--- config.mk ---
export PLATFORM = sky130hd
export DESIGN_NAME = spi_mem_master
export DESIGN_NICKNAME = d
export VERILOG_FILES = /design/src/rtl/spi_mem_master.sv
export SDC_FILE = /design/constraint.sdc
export NUM_CORES = 1
export LEC_CHECK = 0
export CAP_MARGIN = 25
export CORE_MARGIN = 3
export CORE_UTILIZATION = 58
export CTS_CLUSTER_DIAMETER = 200
export DETAILED_ROUTE_END_ITERATION = 10
export GPL_ROUTABILITY_DRIVEN = 0
export MAX_ROUTING_LAYER = met4
export PLACE_DENSITY = 0.85
export REMOVE_ABC_BUFFERS = 1
export SYNTH_ARGS = -nofsm -noshare
export SYNTH_HDL_FRONTEND = slang
export SYNTH_SLANG_ARGS = --single-unit
--- constraint.sdc ---
create_clock -name clk -period 3.1 [get_ports clk]
set_clock_uncertainty 0.2 [all_clocks]
set_input_delay 0.62 -clock clk [delete_from_list [all_inputs] [get_ports clk]]
set_output_delay 0.62 -clock clk [all_outputs]
set_load 0.05 [all_outputs]
--- src/rtl/spi_mem_master.sv ---
// SPI mode-0 master for the shared flash/RAM bus: one 03h read or 02h write
// (24-bit address, 1/2/4 data bytes) per accepted request.
module spi_mem_master #(
    parameter int CLK_DIV = 1
) (
    input  logic        clk,
    input  logic        rst_n,
    input  logic        start,
    input  logic        sel,
    input  logic        we,
    input  logic [23:0] addr,
    input  logic [31:0] wdata,
    input  logic [2:0]  nbytes,
    output logic [31:0] rdata,
    output logic        busy,
    output logic        done,
    output logic        err,
    output logic        flash_cs_n,
    output logic        ram_cs_n,
    output logic        spi_sclk,
    output logic        spi_mosi,
    input  logic        spi_miso
);

    localparam int DIV_W = (CLK_DIV > 1) ? $clog2(CLK_DIV) : 1;
    localparam logic [DIV_W-1:0] DIV_LAST = DIV_W'(CLK_DIV - 1);

    typedef enum logic [2:0] {IDLE, SETUP, SHIFT, HOLD, DONE} state_t;

    state_t            state_reg;
    logic [DIV_W-1:0]  div_reg;
    logic [6:0]        bit_cnt_reg;
    logic [62:0]       tx_reg;
    logic [31:0]       rx_reg;
    logic [2:0]        n_reg;
    logic              we_reg;

    logic [2:0]        n_next;
    logic [31:0]       wdata_stream;
    logic [63:0]       tx_next;
    logic [31:0]       rx_data;

    // Data bytes leave byte 0 first, so reverse byte order into the stream.
    for (genvar gi = 0; gi < 4; gi++) begin : g_wswap
        assign wdata_stream[31-8*gi -: 8] = wdata[8*gi +: 8];
    end

    always_comb begin
        n_next  = (nbytes == 3'd1) ? 3'd1 : (nbytes == 3'd2) ? 3'd2 : 3'd4;
        tx_next = {(we ? 8'h02 : 8'h03), addr, (we ? wdata_stream : 32'h0)};
        // The last 8n received bits hold data byte 0 first; re-pack little-endian.
        case (n_reg)
            3'd1:    rx_data = {24'h0, rx_reg[7:0]};
            3'd2:    rx_data = {16'h0, rx_reg[7:0], rx_reg[15:8]};
            default: rx_data = {rx_reg[7:0], rx_reg[15:8], rx_reg[23:16], rx_reg[31:24]};
        endcase
    end

    always_ff @(posedge clk) begin
        if (!rst_n) begin
            state_reg   <= IDLE;
            div_reg     <= '0;
            bit_cnt_reg <= '0;
            tx_reg      <= '0;
            rx_reg      <= '0;
            n_reg       <= '0;
            we_reg      <= 1'b0;
            rdata       <= '0;
            busy        <= 1'b0;
            done        <= 1'b0;
            err         <= 1'b0;
            flash_cs_n  <= 1'b1;
            ram_cs_n    <= 1'b1;
            spi_sclk    <= 1'b0;
            spi_mosi    <= 1'b0;
        end else begin
            done <= 1'b0;
            err  <= 1'b0;
            case (state_reg)
                IDLE: begin
                    if (start) begin
                        if (!sel && we) begin
                            // Flash is read-only: reject without touching the bus.
                            state_reg <= DONE;
                            done      <= 1'b1;
                            err       <= 1'b1;
                        end else begin
                            n_reg       <= n_next;
                            we_reg      <= we;
                            bit_cnt_reg <= 7'd32 + 7'({n_next, 3'b000});
                            tx_reg      <= tx_next[62:0];
                            spi_mosi    <= tx_next[63];
                            flash_cs_n  <= sel;
                            ram_cs_n    <= !sel;
                            busy        <= 1'b1;
                            div_reg     <= DIV_LAST;
                            state_reg   <= SETUP;
                        end
                    end
                end
                SETUP: begin
                    if (div_reg == '0) begin
                        spi_sclk  <= 1'b1;
                        div_reg   <= DIV_LAST;
                        state_reg <= SHIFT;
                    end else begin
                        div_reg <= div_reg - DIV_W'(1);
                    end
                end
                SHIFT: begin
                    if (div_reg != '0) begin
                        div_reg <= div_reg - DIV_W'(1);
                    end else begin
                        div_reg <= DIV_LAST;
                        if (spi_sclk) begin
                            // Falling edge: sample MISO and present the next MOSI bit.
                            spi_sclk    <= 1'b0;
                            rx_reg      <= {rx_reg[30:0], spi_miso};
                            tx_reg      <= {tx_reg[61:0], 1'b0};
                            spi_mosi    <= (bit_cnt_reg == 7'd1) ? 1'b0 : tx_reg[62];
                            bit_cnt_reg <= bit_cnt_reg - 7'd1;
                        end else if (bit_cnt_reg == 7'd0) begin
                            state_reg <= HOLD;
                        end else begin
                            spi_sclk <= 1'b1;
                        end
                    end
                end
                HOLD: begin
                    if (div_reg == '0) begin
                        flash_cs_n <= 1'b1;
                        ram_cs_n   <= 1'b1;
                        busy       <= 1'b0;
                        done       <= 1'b1;
                        if (!we_reg) rdata <= rx_data;
                        state_reg  <= DONE;
                    end else begin
                        div_reg <= div_reg - DIV_W'(1);
                    end
                end
                DONE:    state_reg <= IDLE;
                default: state_reg <= IDLE;
            endcase
        end
    end

endmodule

# After elaboration in Yosys (flattened, before gate mapping)
# Index checks and enable logic that the tools add are counted.
# word_totals
input_bits	65
output_inout_bits	39
ff_bits	149
wordCells	107
# op_classes
eq_ne	16
n_addsub	3
bitwise_logic	3
n_reduce_logical	18
n_mux	52
# ops
cell	count
$mux 63	4
$pmux 63 s2	1
$pmux 32 s2	1
$mux 32	1
$mux 7	4
$mux 3	9
$mux 1	23
$ne 2x2->1 const B	8
$reduce_and 3->1	5
$pmux 1 s2	7
$pmux 7 s2	1
$eq 3x2->1 const B	4
$pmux 3 s4	1
$eq 3x1->1 const B	3
$reduce_bool 2->1	4
$add 6x6->7 const A	1
$eq 7x1->1 const B	1
$logic_not 7->1	1
$sub 7x1->7 const B	1
$reduce_and 6->1	1
$reduce_and 5->1	1
$reduce_and 4->1	1
$logic_not 3->1	1
$not 1->1	3
5 further kinds	5

# Longest topological paths before layout
# logic_depth
depth_word	7
mapped_depth	9
mapped_depth_nobuf	6

# Least setup slack after synthesis
# OpenSTA, ideal clock, no wires.
# synth_path
path_kind	input-to-reg
from	in we
to	reg tx_reg[1]
path_stages	8
slack_ns	0.952
t_arrival_ns	1.801
n_path_buf	4
required_ns	2.753
setup_time_ns	0.147
path_cell_list	clkbuf_1 > nand2b_1 > a31o_2 > buf_6 > buf_6 > buf_4 > nor2_1 > a311oi_2
# synth_between
elab_chain_len	4
word_cells_on_any_way	7
classes_between	eq/ne (1); mux (4); reduce/logical (2)
# synth_rtl
element	line	source
from (decl)	10	input logic we,
$mux 32	50	tx_next = {(we ? 8'h02 : 8'h03), addr, (we ? wdata_stream : 32'h0)};
$mux 63	82	if (!sel && we) begin
$mux 63	81	if (start) begin
$pmux 63 s2	79	case (state_reg)
to (signal assigned)	91	tx_reg <= tx_next[62:0];
to (signal assigned)	119	tx_reg <= {tx_reg[61:0], 1'b0};
to (decl)	33	logic [62:0] tx_reg;
# Parallel ways exist; a longest one is shown, timed or not. The select of a mux whose other input is x is not followed.
# A chain may end at the register's enable or synchronous reset.

# Final worst setup path
# layout_path
from	in sel
to	reg bit_cnt_reg[4]
# layout_between
elab_chain_len	4
# layout_rtl
element	line	source
from (decl)	9	input logic sel,
$logic_not 1->1	82	
$logic_and 1x1->1	82	
$ne 2x2->1 (no line)	--	
$reduce_and 5->1 (no line)	--	
to (signal assigned)	90	bit_cnt_reg <= 7'd32 + 7'({n_next, 3'b000});
to (signal assigned)	121	bit_cnt_reg <= bit_cnt_reg - 7'd1;
to (decl)	32	logic [6:0] bit_cnt_reg;
# No other way between the ends.

==> impl_metrics.py <==
metrics = {
    "status": {
        "outcome": "completed",
    },
    "place": {
        "place_hpwl_um": 10300,
        "dp_cells": 962,
        "port_buffers": 103,
    },
    "timing": {
        "relSlewSlack_pct": 35.0,
        "fmax_mhz": 400,
        "worst_slew_pin_slew_ps": 971,
        "finalCritPeriodShare_pct": 80.6,
        "finalHoldViolCount": 0,
        "post-route-min-period_ps": 2500,
        "finalMaxSlewViolations": 0,
        "setup_viol": 0,
        "rsz0062_at_grt": "false",
        "fin_tns_setup_ps": 0,
    },
    "clocking": {
        "cts_setup_buffers": 0,
        "root_buffer": "clkbuf_16",
        "hold_buffers": 0,
        "clk_path_buf_depth": 2,
        "clkSlewWorstSetupHoldPaths_ps": 60,
        "insertion_delay_ps": 420,
        "htreeDepth": 4,
        "cts_sinks": 148,
        "post_cts_resized": 0,
        "cts_tree": "done",
        "cts_made_buffers": 17,
    },
    "synthesis": {
        "ys.flop_type": "dfxtp_1",
        "ys_seq_area_share_pct": 44.9,
        "synth_area_um2": 6600,
        "ys_types": 47,
        "ys_warn_count": 0,
        "async_reset_ff_share_pct": 0,
        "synth_edf_count": 0,
        "syn_avg_cell_area_um2": 8.51,
        "ys_seq_elements": 148,
        "synthCells": 775,
    },
    "critical_path": {
        "crit_buf_inv": 1,
        "critical_path_required_ps": 3230,
        "crit_chain": "clkdlybuf4s50_1 > nand2b_1 > a31oi_1 > o21ai_0 > a21oi_1",
        "max_stage_delay_ps": 830,
        "crit_type": "in2reg",
        "arrival_ps": 2630,
        "endpoint_kind": "flop",
        "critPathSlowestCell": "a31oi_1",
        "cp_max_fo": 12,
        "cp-start-kind": "input port",
        "critPathTopFamily": "compound AO/OA/AOI/OAI gates",
    },
    "drt": {
        "route.vias.total": 6070,
        "firstDrtPassIters": 5,
        "drtIter0Drc": 580,
        "vias_per_cell": 6.11,
        "routed_wl_um": 15900,
        "postRouteAntennaNets": 0,
        "drc": 0,
        "routedWlPerCell_um": 16.0,
    },
    "pwr": {
        "p_per_area_nw_per_um2": 608,
        "p_leak_nw": 2.85,
        "fin_total_pwr_mw": 5.00,
        "peakVddDrop_v": 0.000396,
    },
    "min_path": {
        "hp-class": "reg2reg",
    },
    "layout": {
        "final-instance-count-excl-fill": 994,
        "nNetsFinal": 908,
        "multiInputGateArea_um2": 3260,
        "area_growth_pct": 24.8,
        "fillers": 758,
        "seq_area_um2": 2960,
        "diodes": 0,
        "drive_gt1_share_pct": 12.1,
        "largest_reg_flops": 63,
    },
    "floorplanning": {
        "io_pins": 104,
        "core.rowCount": 38,
        "die_x_um": 113,
        "coreArea_um2": 11000,
        "dieArea_um2": 12700,
        "initial_core_util_pct": 60.1,
        "die_h_um": 113,
    },
    "global_routing": {
        "grt_pass1_vias": 5779,
        "grt_max_degree": 71,
        "grt_overflow_total": 0,
        "grt_pass1_wl_um": 26300,
        "grt_usage_pct": 25.6,
        "antenna_found_initial": 0,
    },
    "job": {
        "maxCapViolCount": 0,
    },
}
-- logic make-up after synthesis --
group	share of synthesized area [%]
flops	44.9
compound gates	26.2
buf+inv	5.88
xor+xnor	0.398
simple gates	22.1
mux	0.152
fa+ha+maj	0.379
-- metrics by stage --
stage                     instance area (um^2)  worst slack, ps  utilization (%)  hold WS (ps)
after global placement                    7630              340             69.5           238
after CTS                                 8230              639             75.0           257
final                                     8230              600             75.0           258
after global routing                      8230              442             75.0           287
after detailed placement                  7660              270             69.7           247
after floorplan                           6240             -894                -           232
-- final cells by class --
cell class | count | area share [%]
multi-input cells | 549 | 39.6
flip-flops and latches | 148 | 36.0
repair buffers | 118 | 14.9
clock buffers | 22 | 5.52
well taps | 140 | 2.13
clock inverters | 10 | 1.50
inverters | 7 | 0.349
-- cell usage in the layout, fill, tap and decap left out, types with 5 or more instances in the layout --
master,instances
inv_1,6
buf_12,5
nand3_1,47
a311oi_2,55
nand2_1,162
a21oi_1,67
o22a_1,10
o22ai_1,8
dfxtp_1,148
nor3_1,10
nor2b_1,10
clkinvlp_4,5
a31oi_1,5
o211a_1,8
clkdlybuf4s50_1,103
buf_4,9
o21ai_0,23
nand2b_1,7
clkbuf_16,17
a22oi_1,16
nor2_1,87
-- report_power, final --
part	total (mW)	internal, mW	switching [mW]
Sequential	2.13	2.04	0.0933
Combinational	0.852	0.353	0.499
Clock	2.02	1.21	0.807
-- worst reg2reg max path, cell delays in order (launching register included) --
cell	delay, ps
dfxtp_1	560
or3b_2	810
buf_16	310
a21oi_1	180
o21ai_0	120
a21oi_1	190
-- final timing paths --
kind                                                start                          end  slack (ps)  cells past startpoint
worst max register to register  state_reg[1]$_SDFFE_PN0P_  bit_cnt_reg[5]$_SDFFE_PN0P_         680                      5
worst max-delay path                                  sel  bit_cnt_reg[4]$_SDFFE_PN0P_         600                      5
worst min register to register    tx_reg[61]$_SDFFE_PN0P_      tx_reg[61]$_SDFFE_PN0P_         260                      2
worst min-delay path              tx_reg[61]$_SDFFE_PN0P_      tx_reg[61]$_SDFFE_PN0P_         260                      2
-- Yosys cell counts (2+ instances only) --
| library cell | number | share of area (%) |
|---|---|---|
| buf_1 | 4 | 0.23 |
| nand3_1 | 47 | 3.6 |
| ha_1 | 2 | 0.38 |
| xnor2_1 | 2 | 0.27 |
| buf_2 | 9 | 0.68 |
| nor2b_1 | 10 | 0.95 |
| and3_1 | 4 | 0.38 |
| o22ai_1 | 8 | 0.76 |
| o21ai_1 | 3 | 0.23 |
| nand2_1 | 162 | 9.2 |
| nor3_1 | 10 | 0.76 |
| clkbuf_1 | 45 | 2.6 |
| o21ai_0 | 23 | 1.7 |
| a21oi_1 | 67 | 5.1 |
| o211a_1 | 8 | 1.2 |
| a31oi_1 | 5 | 0.47 |
| nand2b_1 | 7 | 0.66 |
| nor2_1 | 87 | 4.9 |
| o22a_1 | 10 | 1.3 |
| buf_4 | 2 | 0.23 |
| a311oi_2 | 55 | 13 |
| inv_1 | 6 | 0.34 |
| or3_1 | 2 | 0.19 |
| nand3b_1 | 2 | 0.23 |
| o21bai_1 | 2 | 0.23 |
| buf_6 | 10 | 1.7 |
| dfxtp_1 | 148 | 45 |
| a22oi_1 | 16 | 1.8 |
-- layer usage --
layer	global-route usage (%)	vias to the layer above	share of wire, %	routed length, um
met1	30.5	2887	41	6480
li1	-	2869	-	-
met4	8.25	0	2.4	380
met3	5.66	46	6.9	1090
met2	43.0	268	50	7980
met5	-	-	0	0
No activity file was read; power rests on OpenSTA's default activity.
